$ cat src/rtl/arc4_pkg.sv
// Shared types for the ARC4 drop-N engine: FSM state encoding, swap-phase flag, S-box geometry.
package arc4_pkg;

  localparam int S_DEPTH = 256;

  typedef enum logic [4:0] {
    IDLE, INIT,
    KR_I, KW_I, KR_J, KW_J, KS_I, KS_J,
    LR, LC,
    SW_I, SW_IW, SW_J, SW_JW, SW_WI, SW_WJ,
    PR_K, PW_K, PO,
    DONE
  } state_t;

  // Selects what follows a swap: another discard, or a keystream output.
  typedef enum logic [1:0] {
    PH_KSA, PH_DROP, PH_PRGA
  } phase_t;

  function automatic logic is_last_index(input logic [7:0] v);
    return v == 8'(S_DEPTH - 1);
  endfunction

endpackage

$ cat src/rtl/key_byte_sel.sv
// Combinational mux returning byte n of a KEY_BYTES-wide key; byte 0 is the most significant.
module key_byte_sel #(
  parameter int KEY_BYTES = 3,
  parameter int IDX_W     = (KEY_BYTES > 1) ? $clog2(KEY_BYTES) : 1
) (
  input  logic [8*KEY_BYTES-1:0] key_i,
  input  logic [IDX_W-1:0]       idx_i,
  output logic [7:0]             byte_o
);

  always_comb begin
    byte_o = 8'd0;
    for (int n = 0; n < KEY_BYTES; n++) begin
      byte_o = (idx_i == IDX_W'(n)) ? key_i[8*(KEY_BYTES-1-n) +: 8] : byte_o;
    end
  end

endmodule

$ cat src/rtl/arc4_dropn_core.sv
// ARC4 decryption engine over external S/ct/pt memories: init, KSA, drop-N discard, PRGA.
// All memory-side outputs are registered and reflect the state being entered.
module arc4_dropn_core
  import arc4_pkg::*;
#(
  parameter int KEY_BYTES = 3,
  parameter int DROP_N    = 0
) (
  input  logic                   clk,
  input  logic                   rst,
  input  logic                   en,
  output logic                   rdy,
  input  logic [8*KEY_BYTES-1:0] key,
  output logic [7:0]             s_addr,
  output logic [7:0]             s_wrdata,
  output logic                   s_wren,
  input  logic [7:0]             s_rddata,
  output logic [7:0]             ct_addr,
  input  logic [7:0]             ct_rddata,
  output logic [7:0]             pt_addr,
  output logic [7:0]             pt_wrdata,
  output logic                   pt_wren
);

  localparam int              IDX_W     = (KEY_BYTES > 1) ? $clog2(KEY_BYTES) : 1;
  localparam logic [10:0]     DROP_W    = 11'(DROP_N);
  localparam logic [IDX_W-1:0] KIDX_LAST = IDX_W'(KEY_BYTES - 1);

  state_t                 state_q;
  phase_t                 phase_q;
  logic                   rdy_q;
  logic [8*KEY_BYTES-1:0] key_q;
  logic [7:0]             i_q, j_q, si_q, sj_q, k_q, len_q;
  logic [IDX_W-1:0]       kidx_q;
  logic [10:0]            drop_cnt_q;
  logic [7:0]             s_addr_q, s_wrdata_q, ct_addr_q, pt_addr_q, pt_wrdata_q;
  logic                   s_wren_q, pt_wren_q;

  logic [7:0] key_byte_s, i_inc_d, j_ksa_d, j_prga_d, out_addr_d;

  key_byte_sel #(.KEY_BYTES(KEY_BYTES), .IDX_W(IDX_W)) u_key_sel (
    .key_i  (key_q),
    .idx_i  (kidx_q),
    .byte_o (key_byte_s)
  );

  assign i_inc_d    = i_q + 8'd1;
  assign j_ksa_d    = j_q + s_rddata + key_byte_s;
  assign j_prga_d   = j_q + s_rddata;
  assign out_addr_d = si_q + sj_q;

  always_ff @(posedge clk) begin
    if (rst) begin
      state_q     <= IDLE;
      phase_q     <= PH_KSA;
      rdy_q       <= 1'b1;
      key_q       <= '0;
      i_q         <= 8'd0;
      j_q         <= 8'd0;
      si_q        <= 8'd0;
      sj_q        <= 8'd0;
      k_q         <= 8'd0;
      len_q       <= 8'd0;
      kidx_q      <= '0;
      drop_cnt_q  <= 11'd0;
      s_addr_q    <= 8'd0;
      s_wrdata_q  <= 8'd0;
      s_wren_q    <= 1'b0;
      ct_addr_q   <= 8'd0;
      pt_addr_q   <= 8'd0;
      pt_wrdata_q <= 8'd0;
      pt_wren_q   <= 1'b0;
    end else begin
      s_wren_q  <= 1'b0;
      pt_wren_q <= 1'b0;
      case (state_q)
        IDLE, DONE: begin
          state_q <= IDLE;
          rdy_q   <= 1'b1;
          if (en) begin
            key_q      <= key;
            i_q        <= 8'd0;
            j_q        <= 8'd0;
            kidx_q     <= '0;
            phase_q    <= PH_KSA;
            ct_addr_q  <= 8'd0;
            s_addr_q   <= 8'd0;
            s_wrdata_q <= 8'd0;
            s_wren_q   <= 1'b1;
            rdy_q      <= 1'b0;
            state_q    <= INIT;
          end
        end
        INIT: begin
          if (is_last_index(i_q)) begin
            i_q      <= 8'd0;
            s_addr_q <= 8'd0;
            state_q  <= KR_I;
          end else begin
            i_q        <= i_inc_d;
            s_addr_q   <= i_inc_d;
            s_wrdata_q <= i_inc_d;
            s_wren_q   <= 1'b1;
          end
        end
        KR_I: state_q <= KW_I;
        KW_I: begin
          si_q     <= s_rddata;
          j_q      <= j_ksa_d;
          s_addr_q <= j_ksa_d;
          state_q  <= KR_J;
        end
        KR_J: state_q <= KW_J;
        KW_J: begin
          sj_q       <= s_rddata;
          s_addr_q   <= i_q;
          s_wrdata_q <= s_rddata;
          s_wren_q   <= 1'b1;
          state_q    <= KS_I;
        end
        KS_I: begin
          s_addr_q   <= j_q;
          s_wrdata_q <= si_q;
          s_wren_q   <= 1'b1;
          state_q    <= KS_J;
        end
        KS_J: begin
          i_q      <= i_inc_d;
          s_addr_q <= i_inc_d;
          kidx_q   <= (kidx_q == KIDX_LAST) ? '0 : kidx_q + IDX_W'(1);
          state_q  <= is_last_index(i_q) ? LR : KR_I;
        end
        // ct_addr has sat at 0 since the start, so byte 0 is already on ct_rddata.
        LR: begin
          len_q       <= ct_rddata;
          pt_addr_q   <= 8'd0;
          pt_wrdata_q <= ct_rddata;
          pt_wren_q   <= 1'b1;
          state_q     <= LC;
        end
        LC: begin
          j_q        <= 8'd0;
          k_q        <= 8'd1;
          drop_cnt_q <= 11'd0;
          i_q        <= 8'd1;
          s_addr_q   <= 8'd1;
          if (DROP_W != 11'd0) begin
            phase_q <= PH_DROP;
            state_q <= SW_I;
          end else if (len_q != 8'd0) begin
            phase_q <= PH_PRGA;
            state_q <= SW_I;
          end else begin
            rdy_q   <= 1'b1;
            state_q <= DONE;
          end
        end
        SW_I: state_q <= SW_IW;
        SW_IW: begin
          si_q     <= s_rddata;
          j_q      <= j_prga_d;
          s_addr_q <= j_prga_d;
          state_q  <= SW_J;
        end
        SW_J: state_q <= SW_JW;
        SW_JW: begin
          sj_q       <= s_rddata;
          s_addr_q   <= i_q;
          s_wrdata_q <= s_rddata;
          s_wren_q   <= 1'b1;
          state_q    <= SW_WI;
        end
        SW_WI: begin
          s_addr_q   <= j_q;
          s_wrdata_q <= si_q;
          s_wren_q   <= 1'b1;
          state_q    <= SW_WJ;
        end
        SW_WJ: begin
          if (phase_q == PH_PRGA) begin
            s_addr_q  <= out_addr_d;
            ct_addr_q <= k_q;
            state_q   <= PR_K;
          end else if (drop_cnt_q + 11'd1 != DROP_W) begin
            drop_cnt_q <= drop_cnt_q + 11'd1;
            i_q        <= i_inc_d;
            s_addr_q   <= i_inc_d;
            state_q    <= SW_I;
          end else if (len_q != 8'd0) begin
            phase_q  <= PH_PRGA;
            i_q      <= i_inc_d;
            s_addr_q <= i_inc_d;
            state_q  <= SW_I;
          end else begin
            rdy_q   <= 1'b1;
            state_q <= DONE;
          end
        end
        PR_K: state_q <= PW_K;
        PW_K: begin
          pt_addr_q   <= k_q;
          pt_wrdata_q <= s_rddata ^ ct_rddata;
          pt_wren_q   <= 1'b1;
          state_q     <= PO;
        end
        PO: begin
          if (k_q == len_q) begin
            rdy_q   <= 1'b1;
            state_q <= DONE;
          end else begin
            k_q      <= k_q + 8'd1;
            i_q      <= i_inc_d;
            s_addr_q <= i_inc_d;
            state_q  <= SW_I;
          end
        end
        default: begin
          rdy_q   <= 1'b1;
          state_q <= IDLE;
        end
      endcase
    end
  end

  assign rdy       = rdy_q;
  assign s_addr    = s_addr_q;
  assign s_wrdata  = s_wrdata_q;
  assign s_wren    = s_wren_q;
  assign ct_addr   = ct_addr_q;
  assign pt_addr   = pt_addr_q;
  assign pt_wrdata = pt_wrdata_q;
  assign pt_wren   = pt_wren_q;

endmodule

$ cat config.mk
export PLATFORM = sky130hd
export DESIGN_NAME = arc4_dropn_core
export DESIGN_NICKNAME = d
export VERILOG_FILES = /design/src/rtl/arc4_pkg.sv /design/src/rtl/key_byte_sel.sv /design/src/rtl/arc4_dropn_core.sv
export SDC_FILE = /design/constraint.sdc
export NUM_CORES = 1
export LEC_CHECK = 0
export BUFFER_PORTS_ARGS = -buffer_cell sky130_fd_sc_hd__buf_2
export CAP_MARGIN = 15
export CORE_MARGIN = 4
export CORE_UTILIZATION = 33
export CTS_BUF_LIST = sky130_fd_sc_hd__clkbuf_2
export DETAILED_ROUTE_END_ITERATION = 7
export PLACE_DENSITY = 0.58
export SYNTH_ARGS = -nofsm -noshare
export SYNTH_HDL_FRONTEND = slang
export SYNTH_HIERARCHICAL = 1
export SYNTH_SLANG_ARGS = --single-unit
$ cat constraint.sdc
create_clock -name clk -period 3.6 [get_ports clk]
set_input_delay 0.54 -clock clk [delete_from_list [all_inputs] [get_ports clk]]
set_output_delay 0.54 -clock clk [all_outputs]
set_load 0.005 [all_outputs]
==> impl_metrics.tcl <==
set metrics [dict create \
    rrSetupSlack_ns 0.46 \
    register_area_um2 2680 \
    synth_area_leaders "dfxtp_1 37%, nand2_1 8.4%, a21oi_1 8.2%" \
    initial_core_util_pct 33.8 \
    synth_top_family_by_area "compound AO/OA/AOI/OAI gates" \
    final_max_slew_viol_count 0 \
    critPathArrivalTime_ns 3.69 \
    setup_viol_count_final 0 \
    cts_buffers 17 \
    die_w_um 155 \
    pin_count 86 \
    design_area_um2 8170 \
    area_growth_pct 13.9 \
    period_share_pct 87.3 \
    drt-pass1-iter-count 5 \
    net-switching-power_mw 1.04 \
    synthTopCellsByCount "160 x nand2_1, 134 x dfxtp_1, 117 x a21oi_1" \
    clk_latency_ns 0.71 \
    hpwl_mm 15.9 \
    fp-row-count 53 \
    dpl_worst_slack_ns 0.198 \
    cts-root-buf "clkbuf_2" \
    post-route-min-period_ns 3.14 \
    clock_sinks 134 \
    synthFlopType "dfxtp_1" \
    worstMarginPinSlew_ns 0.883 \
    p_int_mw 2.22 \
    synth_area_per_cell_um2 8.01 \
    slew_headroom_pct 41.2 \
    cts_tree "yes" \
    fin_ws_ns 0.458 \
    routedWlPerCell_um 17.2 \
    maxCapViolCount 0 \
    crit_required_ns 4.14 \
    final_cells 1258 \
    cp_num_buf_inv 0 \
    hold_class "input pin to flop" \
    placed_area_um2 7870 \
    p_comb_share_pct 19.6 \
    p_leak_nw 3.19 \
    yosys.area_share.xor_xnor_pct 4.64 \
    min_from "key[1]" \
    synth-adder-area-share_pct 5.02 \
    portBuffers 85 \
    drive_gt1_share_pct 15.5 \
    swShare_pct 31.9 \
    worstReg2RegStart "j_q[0]" \
    worstHoldEndpoint "key_q[1]" \
    first_iter_violations 516 \
    synth_most_common_cell "nand2_1" \
    synth_top_area_share_pct 37.4 \
    synthMuxAreaShare_pct 1.97 \
    clockPowerShare_pct 31.4 \
    grt_use_total_pct 17.7 \
    critPathSlowestCell "fa_1" \
    totalWireLength_mm 21.7 \
    worst-r2r-cell-count 12 \
    grt_max_degree 78 \
    holdWs_ns 0.0683 \
    crit_fanout 4 \
    yosysTopAreaCell "dfxtp_1" \
    yosys.area_share.simple_pct 22.7 \
    viasPerCell 5.41 \
    cp_top_family "compound AO/OA/AOI/OAI gates" \
    r2r-end "s_addr[7]" \
    die-area_um2 24200 \
    grt_setup_unrepaired "no" \
    clk_path_buf_depth 2 \
    end_kind "flop" \
    worstPathCellList "ha_1 > fa_1 > a21o_1 > a21oi_1 > xnor2_1 > ha_1 > a21oi_1 > o21ai_0 > o31ai_1 > mux2i_1 > xnor2_1 > o22ai_1" \
    clkTransAtPathRegs_ns 0.21 \
    grt_pass1_wl_mm 34.1 \
    grt_pass1_vias 6250 \
    synth_seq_cells 134 \
    die_y_um 155 \
    postCtsSetupBuffers 0 \
    antenna_found_initial 1 \
    netlist_instances 896 \
    gp_congestion 0.918 \
    seqPwrFrac_pct 49.1 \
    critPathMaxStageDelay_ns 0.41 \
    synth-edff-count 0 \
    coreArea_um2 21200 \
    fin_util_pct 38.5 \
    placed_cells 1223 \
    fmax_ghz 0.318 \
    drc_errors 0 \
    report.final.hold_viol_count 0 \
    synth_cell_types 76 \
    holdPathStages 3 \
    synthArstFlopShare_pct 0 \
    tns_ns 0 \
    grt_overflow 0 \
    nFillCells 2237 \
    multi_input_area_um2 4210 \
    postRouteAntennaNets 0 \
    syn_nets 966 \
    yosysWarnings 6 \
    crit_type "flop to flop" \
    syn_area_um2 7180 \
    finalPower_mw 3.26 \
    num_vias 6802 \
    cts_resized 0 \
    seq_area_frac_synth_pct 37.4 \
    nets 1040 \
    max-vdd-ir-drop_mv 0.174 \
    status "complete, no violations" \
    powerDensity_nw_per_um2 400 \
    h-tree-depth 4 \
    finClkSkew_ns 0.0426 \
    synth_compound_area_share_pct 24.2 \
    start_kind "flop" \
]
state kept, by name, indices dropped and copies added, names as in the netlist:
register    flops
pt_wren         1
sj_q            8
key_q          24
s_wrdata        8
drop_cnt_q     11
ct_addr         8
kidx_q          2
si_q            8
s_addr          8
phase_q         1
pt_wrdata       8
j_q             8
k_q             8
state_q         5
pt_addr         8
len_q           8
rdy             1
i_q             8
s_wren          1
logic make-up after synthesis:
group,Yosys count
AOI/OAI and AO/OA,268
muxes,14
xor gates and xnor gates,38
DFF,134
and+or+nand+nor,350
buffers and inverters,65
adders and majority gates,27
final cells by class:
type	count	share of cell area (%)
Multi-Input combinational cell	697	51.5
Sequential cell	134	32.8
Timing Repair Buffer	107	7.50
Tap cell	275	4.21
Clock inverter	14	2.25
Clock buffer	17	1.04
Inverter	13	0.597
Antenna cell	1	0.0306
metal layers:
| metal | wire (um) | track usage (%) |
|---|---|---|
| met1 | 10200 | 25.2 |
| met2 | 9570 | 26.6 |
| met3 | 1460 | 4.03 |
| met4 | 398 | 5.67 |
| met5 | 0 | 0 |
tightest hold or removal path, delay by kind of cell:
kind / cells / cell delay, ns
AND/OR/NAND/NOR: 1 / 0.05
buffers and inverters: 1 / 0.09
AO/OA/AOI/OAI: 1 / 0.05
how the worst max path moves through the flow:
stage           startpoint   endpoint  slack (ns)  depth (start not counted)
2_1_floorplan  s_rddata[0]  s_addr[7]        0.58                         12
3_3_place_gp   s_rddata[0]  s_addr[7]        0.21                         13
3_5_place_dp   s_rddata[0]  s_addr[7]        0.20                         13
4_1_cts             j_q[0]  s_addr[7]        0.47                         12
5_1_grt             j_q[0]  s_addr[7]        0.27                         12
6_report            j_q[0]  s_addr[7]        0.46                         12
cells in the final DEF (no fill, tap or decap), types with 10 or more instances in the layout:
master and count:
ha_1 24, a221oi_1 10, clkbuf_2 17, buf_2 84, a222oi_1 10, xor2_1 21
a22oi_1 15, nand2_1 160, inv_1 11, nand3_1 29, mux2i_1 13, and3_1 10
xnor2_1 17, o21ai_0 36, a21oi_1 117, dfxtp_1 134, nor2_1 69, nor3_1 15
buf_4 19
power by group through the flow:
stage / Sequential (mW) / Combinational (mW) / Clock (mW)
after detailed placement: 1.63 / 0.629 / 0
after global placement: 1.63 / 0.629 / 0
after floorplan: 1.61 / 0.417 / 0
after global routing: 1.61 / 0.705 / 1.11
final: 1.60 / 0.639 / 1.02
after CTS: 1.60 / 0.634 / 1.05
timing repair:
| item | in CTS | in global routing |
|---|---|---|
| hold buffers | 3 | 0 |
| setup endpoints to repair | 0 | 0 |
| endpoints found under the hold margin | 3 | 0 |
No activity file was read; power rests on OpenSTA's default activity.
